`src/rtl/serial_add_seq.sv`:
```
`default_nettype none
// ============================================================================
// Module      : serial_add_seq
// Description : Bit-serial add/subtract sequencer. Drives one full-adder cell,
//               LSB first, one bit per clock, with a start/done handshake.
//               Subtraction is A + ~B + 1, so cout=1 means "no borrow".
// Ports       : clk, reset (sync, active-high)
//               start, a, b, cin, sub   - request and operands (sampled in IDLE)
//               busy, done              - handshake status (Moore outputs)
//               sum, cout, overflow     - result, held until the next DONE
// Revision    : 1.0 - initial release
// ============================================================================
module serial_add_seq #(
    parameter int WIDTH = 8
) (
    input  logic             clk,
    input  logic             reset,
    input  logic             start,
    input  logic [WIDTH-1:0] a,
    input  logic [WIDTH-1:0] b,
    input  logic             cin,
    input  logic             sub,
    output logic             busy,
    output logic             done,
    output logic [WIDTH-1:0] sum,
    output logic             cout,
    output logic             overflow
);

    localparam int C_CW = $clog2(WIDTH);
    localparam logic [C_CW-1:0] C_LAST = C_CW'(WIDTH - 1);

    localparam logic [1:0] C_IDLE  = 2'd0;
    localparam logic [1:0] C_SHIFT = 2'd1;
    localparam logic [1:0] C_DONE  = 2'd2;

    logic [1:0]       r_state;
    logic [1:0]       w_next_state;

    logic [WIDTH-1:0] r_opa;
    logic [WIDTH-1:0] r_opb;
    logic [WIDTH-1:0] r_res;
    logic             r_carry;
    logic [C_CW-1:0]  r_count;

    logic [WIDTH-1:0] r_sum;
    logic             r_cout;
    logic             r_overflow;

    // The single full-adder cell: the only arithmetic logic between registers.
    logic w_fa_s;
    logic w_fa_co;
    assign w_fa_s  = r_opa[0] ^ r_opb[0] ^ r_carry;
    assign w_fa_co = (r_opa[0] & r_opb[0]) | (r_carry & (r_opa[0] ^ r_opb[0]));

    logic w_last_bit;
    assign w_last_bit = (r_count == C_LAST);

    // ------------------------------------------------------------------------
    // State register
    // ------------------------------------------------------------------------
    always_ff @(posedge clk) begin
        if (reset) begin
            r_state <= C_IDLE;
        end else begin
            r_state <= w_next_state;
        end
    end

    // ------------------------------------------------------------------------
    // Next-state logic
    // ------------------------------------------------------------------------
    always_comb begin
        w_next_state = r_state;
        case (r_state)
            C_IDLE:  if (start) w_next_state = C_SHIFT;
            C_SHIFT: if (w_last_bit) w_next_state = C_DONE;
            C_DONE:  w_next_state = C_IDLE;
            default: w_next_state = C_IDLE;
        endcase
    end

    // ------------------------------------------------------------------------
    // Datapath
    // ------------------------------------------------------------------------
    always_ff @(posedge clk) begin
        if (reset) begin
            r_opa      <= '0;
            r_opb      <= '0;
            r_res      <= '0;
            r_carry    <= 1'b0;
            r_count    <= '0;
            r_sum      <= '0;
            r_cout     <= 1'b0;
            r_overflow <= 1'b0;
        end else begin
            case (r_state)
                C_IDLE: begin
                    if (start) begin
                        r_opa   <= a;
                        r_opb   <= sub ? ~b : b;
                        r_carry <= sub ? 1'b1 : cin;
                        r_count <= '0;
                    end
                end
                C_SHIFT: begin
                    r_res   <= {w_fa_s, r_res[WIDTH-1:1]};
                    r_carry <= w_fa_co;
                    r_opa   <= r_opa >> 1;
                    r_opb   <= r_opb >> 1;
                    r_count <= r_count + 1'b1;
                    // On the MSB cycle r_carry is the carry into the MSB, so the
                    // visible results are loaded directly from the cell here and
                    // become valid in the DONE cycle without a separate msb-carry
                    // register.
                    if (w_last_bit) begin
                        r_sum      <= {w_fa_s, r_res[WIDTH-1:1]};
                        r_cout     <= w_fa_co;
                        r_overflow <= r_carry ^ w_fa_co;
                    end
                end
                default: ;
            endcase
        end
    end

    assign busy     = (r_state == C_SHIFT);
    assign done     = (r_state == C_DONE);
    assign sum      = r_sum;
    assign cout     = r_cout;
    assign overflow = r_overflow;

endmodule
`default_nettype wire
```
`config.mk`:
```
export PLATFORM = sky130hd
export DESIGN_NAME = serial_add_seq
export DESIGN_NICKNAME = d
export VERILOG_FILES = /design/src/rtl/serial_add_seq.sv
export SDC_FILE = /design/constraint.sdc
export NUM_CORES = 1
export LEC_CHECK = 0
export ABC_AREA = 1
export CELL_PAD_IN_SITES_DETAIL_PLACEMENT = 0
export CELL_PAD_IN_SITES_GLOBAL_PLACEMENT = 1
export CORE_ASPECT_RATIO = 1.5
export CORE_MARGIN = 1.5
export CORE_UTILIZATION = 36
export CTS_CLUSTER_DIAMETER = 100
export DETAILED_ROUTE_END_ITERATION = 12
export GPL_TIMING_DRIVEN = 1
export HOLD_SLACK_MARGIN = 0.1
export PLACE_DENSITY = 0.78
export SETUP_SLACK_MARGIN = 0.2
export SLEW_MARGIN = 20
export SYNTH_ARGS = -nofsm -noshare
export SYNTH_HDL_FRONTEND = slang
export SYNTH_SLANG_ARGS = --single-unit
```
`constraint.sdc`:
```
create_clock -name clk -period 1.7 [get_ports clk]
set_input_delay 0.34 -clock clk [delete_from_list [all_inputs] [get_ports clk]]
set_output_delay 0.34 -clock clk [all_outputs]
set_load 0.005 [all_outputs]
```
# After elaboration in Yosys (flattened, before gate mapping)
# Index checks and enable logic that the tools add are counted.
# Widths: inputs -> output; s select.
classes:
  mux: 13
  reduce_logical: 5
  eq_ne: 5
  bitwise: 7
  n_addsub: 1
ops:
  columns: ["operator", "count"]
  rows:
  - ["$pmux 8 s2", 2]
  - ["$mux 8", 3]
  - ["$not 8->8", 1]
  - ["$pmux 3 s2", 1]
  - ["$reduce_and 2->1", 3]
  - ["$mux 2", 2]
  - ["$pmux 2 s2", 1]
  - ["$add 3x1->3 const B", 1]
  - ["$eq 3x3->1 const B", 1]
  - ["$mux 3", 1]
  - ["$xor 1x1->1", 3]
  - ["$and 1x1->1", 2]
  - ["$eq 2x1->1 const B", 1]
  - ["$eq 2x2->1 const B", 1]
  - ["$logic_not 2->1", 1]
  - ["$mux 1", 2]
  - ["$ne 2x1->1 const B", 1]
  - ["$ne 2x2->1 const B", 1]
  - ["$pmux 1 s2", 1]
  - ["$reduce_bool 2->1", 1]
  - ["$or 1x1->1", 1]
word_totals:
  input_bits: 21
  regBits: 40
  out_inout_bits: 12
  wordCells: 40

# Logic depth before layout (Yosys ltp)
# Gate-level depths: netlist of the first run.
depth:
  word_depth: 4
  ltp_mapped: 8
  mapped_depth_nobuf: 7

# Worst setup path before layout of the first run
# No wires, ideal clock.
synth_path:
  path_type: "register -> register"
  start: "register r_count[0]"
  end: "register r_overflow, in the netlist overflow"
  stages_incl_launch_ff: 8
  path_buffers: 1
  setup_time_ps: 120
  slack_ps: 482
  required_time_ps: 1580
  arrival_ps: 1098
  period_less_slack_ps: 1218
  cell_sequence: "dfxtp_1 ha_1 ha_1 nand2_1 nor2_1 buf_2 o21ai_0 a21oi_1"
synth_via:
  elab_chain_len: 2
synth_lines:
  columns: ["element", "line", "text"]
  rows:
  - ["start, declared", "44", "logic [C_CW-1:0] r_count;"]
  - ["start signal, assigned", "111", "r_count <= r_count + 1'b1;"]
  - ["$eq 3x3->1", "57", "assign w_last_bit = (r_count == C_LAST);"]
  - ["$reduce_and 2->1 (no source line)", null, null]
  - ["end signal, assigned", "119", "r_overflow <= r_carry ^ w_fa_co;"]
  - ["end, declared", "48", "logic r_overflow;"]
# No other way between the ends.
# A chain may end at the register's enable or synchronous reset.

# Worst setup path after layout of the first run
layout_path:
  start: "register r_sum[7], in the netlist sum[7]"
  end: "output port sum[7]"
layout_rtl:
  columns: ["element", "line", "text"]
  rows:
  - ["start, declared", "46", "logic [WIDTH-1:0] r_sum;"]
  - ["start signal, assigned", "117", "r_sum <= {w_fa_s, r_res[WIDTH-1:1]};"]
  - ["end, declared", "25", "output logic [WIDTH-1:0] sum,"]
# No word-level cell between the ends.

==> impl_results.md, run 1 <==
- Die X-Extent: 59.9 um
- Post-synthesis cell type count: 22
- Min Tclk post-route: 1.45 ns
- Vias in the first global route: 1500
- Pwr/cell area: 872 mW/mm2
- Fin. Hold Viols: 0
- Diode count: 0
- Largest net degree at the start of global routing: 26
- Most frequent cell after synthesis: nand2_1
- Synth area leader: dfxtp_1
- Crit-path cells: clkdlybuf4s50_1
- Register bit total from synthesis: 39
- Mapped Area: 0.00175 mm2
- Hold crit path type: register to register
- CP Buf/Inv Count: 1
- CP max stage delay: 0.50 ns
- Final Setup Violations: 0
- Area after DPL: 0.00220 mm2
- Max-cap violations: 0
- Clk_lat worst skew: 0.29 ns
- EDFF count, synth: 0
- Sink Count: 39
- Port buffer count: 32
- Postcts setup bufs: 0
- F_max: 690 MHz
- Nets: 320
- Share of post-route cells with drive strength above 1: 8.75%
- Crit path launch: sum[7]
- Final ANT Viol Nets: 0
- Final Cycle Share: 85.3%
- Die H: 88.3 um
- RSZ-0062 raised after global routing: no
- Final WL: 3.87 mm
- Post-Syn Area per Cell: 6.80 um2
- Worst Setup End Kind: output port
- H-tree lvl count: 2
- Drt wl/cell: 10.7 um
- Slowest stage cell, crit path: clkdlybuf4s50_1
- Gr ovfl total: 0
- Synth async-reset ratio: 0%
- Initial core utilization: 38.2%
- RR Startpoint: r_count[0]
- Worst setup path category: register to output port
- Gr usage total: 16.6%
- Final Hold Slack: 0.483 ns
- Layout area overhead: 33.1%
- Worst-path maximum fanout: 2
- Sum Neg Setup Slack: 0 ns
- Post-route cell area: 0.00233 mm2
- DRT Pass-1 Iters: 4
- Top cells by area, synth: dfxtp_1 (45%), nand2_1 (14%), nor2_1 (11%)
- TritonCTS clock tree: built
- Cells after Synth: 257
- Max_slew headroom: 78.8%
- Num CTS Buffers: 5
- Root Driver: clkbuf_8
- Ports: 33
- LEAKAGE: 1.17 nW
- Post-layout util: 50.8%
- Outcome: finished clean
- VDD IR max: 0.379 mV
- Clk buf depth: 2
- Number of antenna violations at the first check in global routing: 0
- Final cell count without fillers: 361
- Post-DP HPWL: 2.75 mm
- RePlAce Congestion: 0.805
- Slew Viols, Final: 0
- CP top delay family: buffers and inverters
- Vias per inst: 4.54
- DIE AREA: 0.00529 mm2
- Number of remaining DRC errors: 0
- Most common flop cell mapped by yosys: dfxtp_1
- Worst Path Arrival: 1.11 ns
- Row count: 30
- Syn nets: 281
- Slew @ Worst Pin: 0.316 ns
- Via count: 1638
- Worst-path clk slew: 0.07 ns
- Post-synthesis sequential area ratio: 44.7%
- Hold path start: r_count[0]
- First-pass GRT wire length: 6.69 mm
- Clk_skew: 0.00311 ns
- Yosys top cell area share: 44.7%
- CP startpoint kind: register
- Top cells by count, synth: nand2_1 (64), nor2_1 (49), dfxtp_1 (39)
- DRT iter0 DRCs: 78
- Ys Warns: 0
- Crit path required time: 1.36 ns
- Placed cells: 353
- FILL cells: 496
- Core Area: 0.00458 mm2
==> final timing paths <==
| check | end | slack (ns) | depth (start not counted) |
|---|---|---|---|
| max | sum[7] | 0.25 | 1 |
| min | r_count[0] | 0.48 | 1 |
| max reg2reg | sum[3] | 0.37 | 7 |
| min reg2reg | r_count[0] | 0.48 | 1 |
==> metal layers <==
metal	GRT usage [%]	wire length, um	part of all wire, %
met1	20.5	1780	46
met5	0	0	0
met3	3.51	121	3.1
met2	27.2	1890	49
met4	7.27	81	2.1
==> area by class of cell <==
type,count,area (um2),share of cell area [%]
multi-input cells,180,812,34.9
flip-flops and latches,39,782,33.6
repair buffers,43,433,18.6
inverters,27,101,4.36
clock buffers,6,82.6,3.55
well taps,64,80.1,3.44
clock inverters,2,35.0,1.51
==> where the power goes <==
part / internal [mW] / switching [mW]
Sequential: 0.956 / 0.0254
Combinational: 0.122 / 0.137
Clock: 0.475 / 0.313
==> state kept, by name, summed over array words and instances (netlist names) <==
register  count
r_carry       1
r_opb         8
r_count       3
cout          1
r_res         7
r_state       2
overflow      1
sum           8
r_opa         8
==> layout by cell type (no fill, tap or decap), types with 6 or more instances in the layout <==
master / synthesis / final
inv_1: 24 / 24
o21ai_0: 16 / 16
nand3_1: 32 / 32
a21oi_1: 8 / 8
clkbuf_8: 0 / 6
buf_4: 1 / 9
nand2_1: 64 / 64
dfxtp_1: 39 / 38
nor2_1: 49 / 49
clkdlybuf4s50_1: 0 / 27
==> per-stage QoR <==
stage,setup slack [ns],power [mW]
6_report,0.250,2.03
5_1_grt,0.202,2.14
4_1_cts,0.224,2.06
3_5_place_dp,0.0934,1.27
3_3_place_gp,0.109,1.26
2_1_floorplan,0.482,1.15
==> kinds of logic after synthesis <==
kind of cell    synth area share (%)
fa+ha+maj                       2.58
simple gates                    35.1
compound gates                  7.73
flops                           44.7
buf+inv                         8.88
xor+xnor                        1.00
==> what timing repair did <==
action / 4_1_cts / 5_1_grt
endpoints found under the setup margin: 2 / 13
hold buffers: 0 / 0
gates resized for setup: 2 / 5
endpoints found under the hold margin: 0 / 0
No activity file was read; power rests on OpenSTA's default activity.
==> run 2: changes to the inputs <==
--- a/config.mk
+++ b/config.mk
@@ -21,3 +21,4 @@
 export SYNTH_ARGS = -nofsm -noshare
 export SYNTH_HDL_FRONTEND = slang
 export SYNTH_SLANG_ARGS = --single-unit
+export TNS_END_PERCENT = 50
==> run 2 against run 1 <==
  * Via count down 0.24%
  * Clock skew up 0.00068 ns
  * First-iteration DRC count up 1.3%
  * Fmax down 0.13%
  * Non-clock buffer count unchanged
  * Combinational power about the same
  * Wire length about the same
  * Register-to-register slack about the same
  * Hold slack about the same
  * Sequential power about the same
  * Global-route usage unchanged
  * Largest cell class unchanged
  * Highest routed layer unchanged
==> impl_results.md, run 2 (synthesis gave the netlist of run 1 again) <==
- Clk_lat worst skew: 0.29 ns (about the same)
- Worst-path clk slew: 0.07 ns (about the same)
- Via count: 1634 (-0.24%)
- Setup WS pre-CTS: 0.0934 ns (unchanged)
- Area of the multi-input gates: 812 um2 (unchanged)
- Outcome: finished clean
- Crit path launch: overflow
- LEAKAGE: 1.13 nW (-3.6%)
- Worst-path maximum fanout: 2 (unchanged)
- Sequential Area: 782 um2 (unchanged)
- Worst Setup End Kind: output port
- Pwr/cell area: 873 mW/mm2 (+0.10%)
- Gr ovfl total: 0 (unchanged)
- Root Driver: clkbuf_8
- F_max: 689 MHz (-0.13%)
- Die H: 88.3 um (unchanged)
- Register share of total power: 48.5% (about the same)
- CP Buf/Inv Count: 1 (unchanged)
- Worst setup path category: register to output port
- Area after DPL: 0.00220 mm2 (unchanged)
- VDD IR max: 0.384 mV (+1.3%)
- Vias per inst: 4.53 (-0.24%)
- Final Cycle Share: 85.4% (+0.11 points)
- Sum Neg Setup Slack: 0 ns (unchanged)
- Final Setup Violations: 0 (unchanged)
- DRT met1 WL: 1.77 mm (-0.28%)
- Routed wl met3: 119 um (-1.7%)
- Clk buf depth: 2 (unchanged)
- Leading cell type in the layout, fill and taps excluded: nand2_1
- RSZ-0062 raised after global routing: yes
- Min Tclk post-route: 1.45 ns (+0.00185 ns)
- Initial core utilization: 38.2% (unchanged)
- DRT Pass-1 Iters: 4 (unchanged)
- Net Sw Frac: 23.4% (-0.045 points)
- Post-DP HPWL: 2.75 mm (unchanged)
- Die X-Extent: 59.9 um (unchanged)
- Port buffer count: 32 (unchanged)
- Vias in the first global route: 1500 (unchanged)
- R2r setup slk: 0.37 ns (about the same)
- Sw Pwr: 0.474 mW (-0.25%)
- Slew @ Worst Pin: 0.321 ns (+0.00445 ns)
- Met2 wire length: 1.90 mm (+0.58%)
- Post-route cell area: 0.00232 mm2 (-0.16%)
- Diode count: 0 (unchanged)
- Largest net degree at the start of global routing: 26 (unchanged)
- Hold crit path type: register to register
- Clk_skew: 0.00379 ns (+0.000677 ns)
- Worst R2R Path Depth: 7 (unchanged)
- DRT iter0 DRCs: 79 (+1.3%)
- Layout area overhead: 32.9%
- Final WL: 3.87 mm (about the same)
- Worst Path Arrival: 1.11 ns (about the same)
- First-pass GRT wire length: 6.69 mm (unchanged)
- Max_slew headroom: 78.5% (-0.30 points)
- CP endpoint: overflow
- Number of antenna violations at the first check in global routing: 0 (unchanged)
- Worst Hold Depth: 1 (unchanged)
- Final WS setup: 0.248 ns (-0.00185 ns)
- Core Area: 0.00458 mm2 (unchanged)
- Slowest stage cell, crit path: clkdlybuf4s50_1
- Gr usage total: 16.6% (unchanged)
- Fin. Hold Viols: 0 (unchanged)
- RR Startpoint: r_count[0]
- Num CTS Buffers: 5 (unchanged)
- CP top delay family: buffers and inverters
- Clock network power share: 38.8% (about the same)
- Cell internal pwr: 1.55 mW (about the same)
- Sink Count: 39 (unchanged)
- Crit path required time: 1.36 ns (about the same)
- Nets: 320 (unchanged)
- Top sig layer: met4
- DIE AREA: 0.00529 mm2 (unchanged)
- Number of remaining DRC errors: 0 (unchanged)
- Slew Viols, Final: 0 (unchanged)
- Crit-path cells: clkdlybuf4s50_1
- Max-cap violations: 0 (unchanged)
- CP max stage delay: 0.50 ns (about the same)
- CP startpoint kind: register
- RePlAce Congestion: 0.805 (unchanged)
- Share of post-route cells with drive strength above 1: 8.75% (unchanged)
- Final Hold Slack: 0.483 ns (+0.0000200 ns)
- TritonCTS clock tree: built
- FILL cells: 497 (+0.20%)
- Drt wl/cell: 10.7 um (about the same)
- Ports: 33 (unchanged)
- Critical Path Stages: 1 (unchanged)
- R2R Path End: sum[3]
- Combinational power share: 12.8% (about the same)
- Final ANT Viol Nets: 0 (unchanged)
- Row count: 30 (unchanged)
- H-tree lvl count: 2 (unchanged)
- Most frequent cells in the layout: nand2_1 (64), nor2_1 (49), dfxtp_1 (38), nand3_1 (32), clkdlybuf4s50_1 (30)
run 2: worst min path at each step:
stage,startpoint,endpoint,slack [ns]
after floorplan,reset,r_count[1],0.41
after global placement,r_count[0],r_count[0],0.46
after detailed placement,r_count[0],r_count[0],0.47
after CTS,r_count[0],r_count[0],0.48
after global routing,r_count[0],r_count[0],0.50
final,r_count[0],r_count[0],0.48
run 2: timing repair:
action / 4_1_cts / 5_1_grt
endpoints found under the setup margin: 2 / 14
gates resized for setup: 1 / 3
buffers inserted: 0 / 0
hold buffers: 0 / 0
cloned: 0 / 0
run 2: layer usage:
layer	vias to the layer above	track usage [%]
met1	717	20.5
met5	-	0
met2	31	27.2
met3	6	3.51
met4	0	7.27
li1	880	-
run 2: power by group through the flow:
stage | clock [mW] | combinational [mW] | sequential [mW]
floorplan | 0 | 0.155 | 0.997
global route | 0.853 | 0.298 | 0.987
detailed placement | 0 | 0.264 | 1.00
global placement | 0 | 0.261 | 1.00
finish | 0.785 | 0.259 | 0.982
CTS | 0.818 | 0.263 | 0.981
run 2: area by class of cell:
class | count | share of cell area [%]
multi-input combinational | 180 | 35.0
clock inverter | 2 | 1.51
sequential | 39 | 33.7
tap | 64 | 3.45
inverter | 27 | 4.36
clock buffer | 6 | 3.56
timing repair buffer | 43 | 18.5
run 2: metrics by stage:
step                      total power [mW]  utilization (%)  instances
after global routing                  2.14             50.7        361
after floorplan                       1.15                -        257
after CTS                             2.06             50.6        361
final                                 2.03             50.7        361
after global placement                1.26             48.1        353
after detailed placement              1.27             48.1        353
==> run 3: changes to the inputs <==
--- a/config.mk
+++ b/config.mk
@@ -6,6 +6,7 @@
 export NUM_CORES = 1
 export LEC_CHECK = 0
 export ABC_AREA = 1
+export CAP_MARGIN = 20
 export CELL_PAD_IN_SITES_DETAIL_PLACEMENT = 0
 export CELL_PAD_IN_SITES_GLOBAL_PLACEMENT = 1
 export CORE_ASPECT_RATIO = 1.5
==> results of run 3 <==
The final DEF is identical to that of run 2; final timing and power are the same.
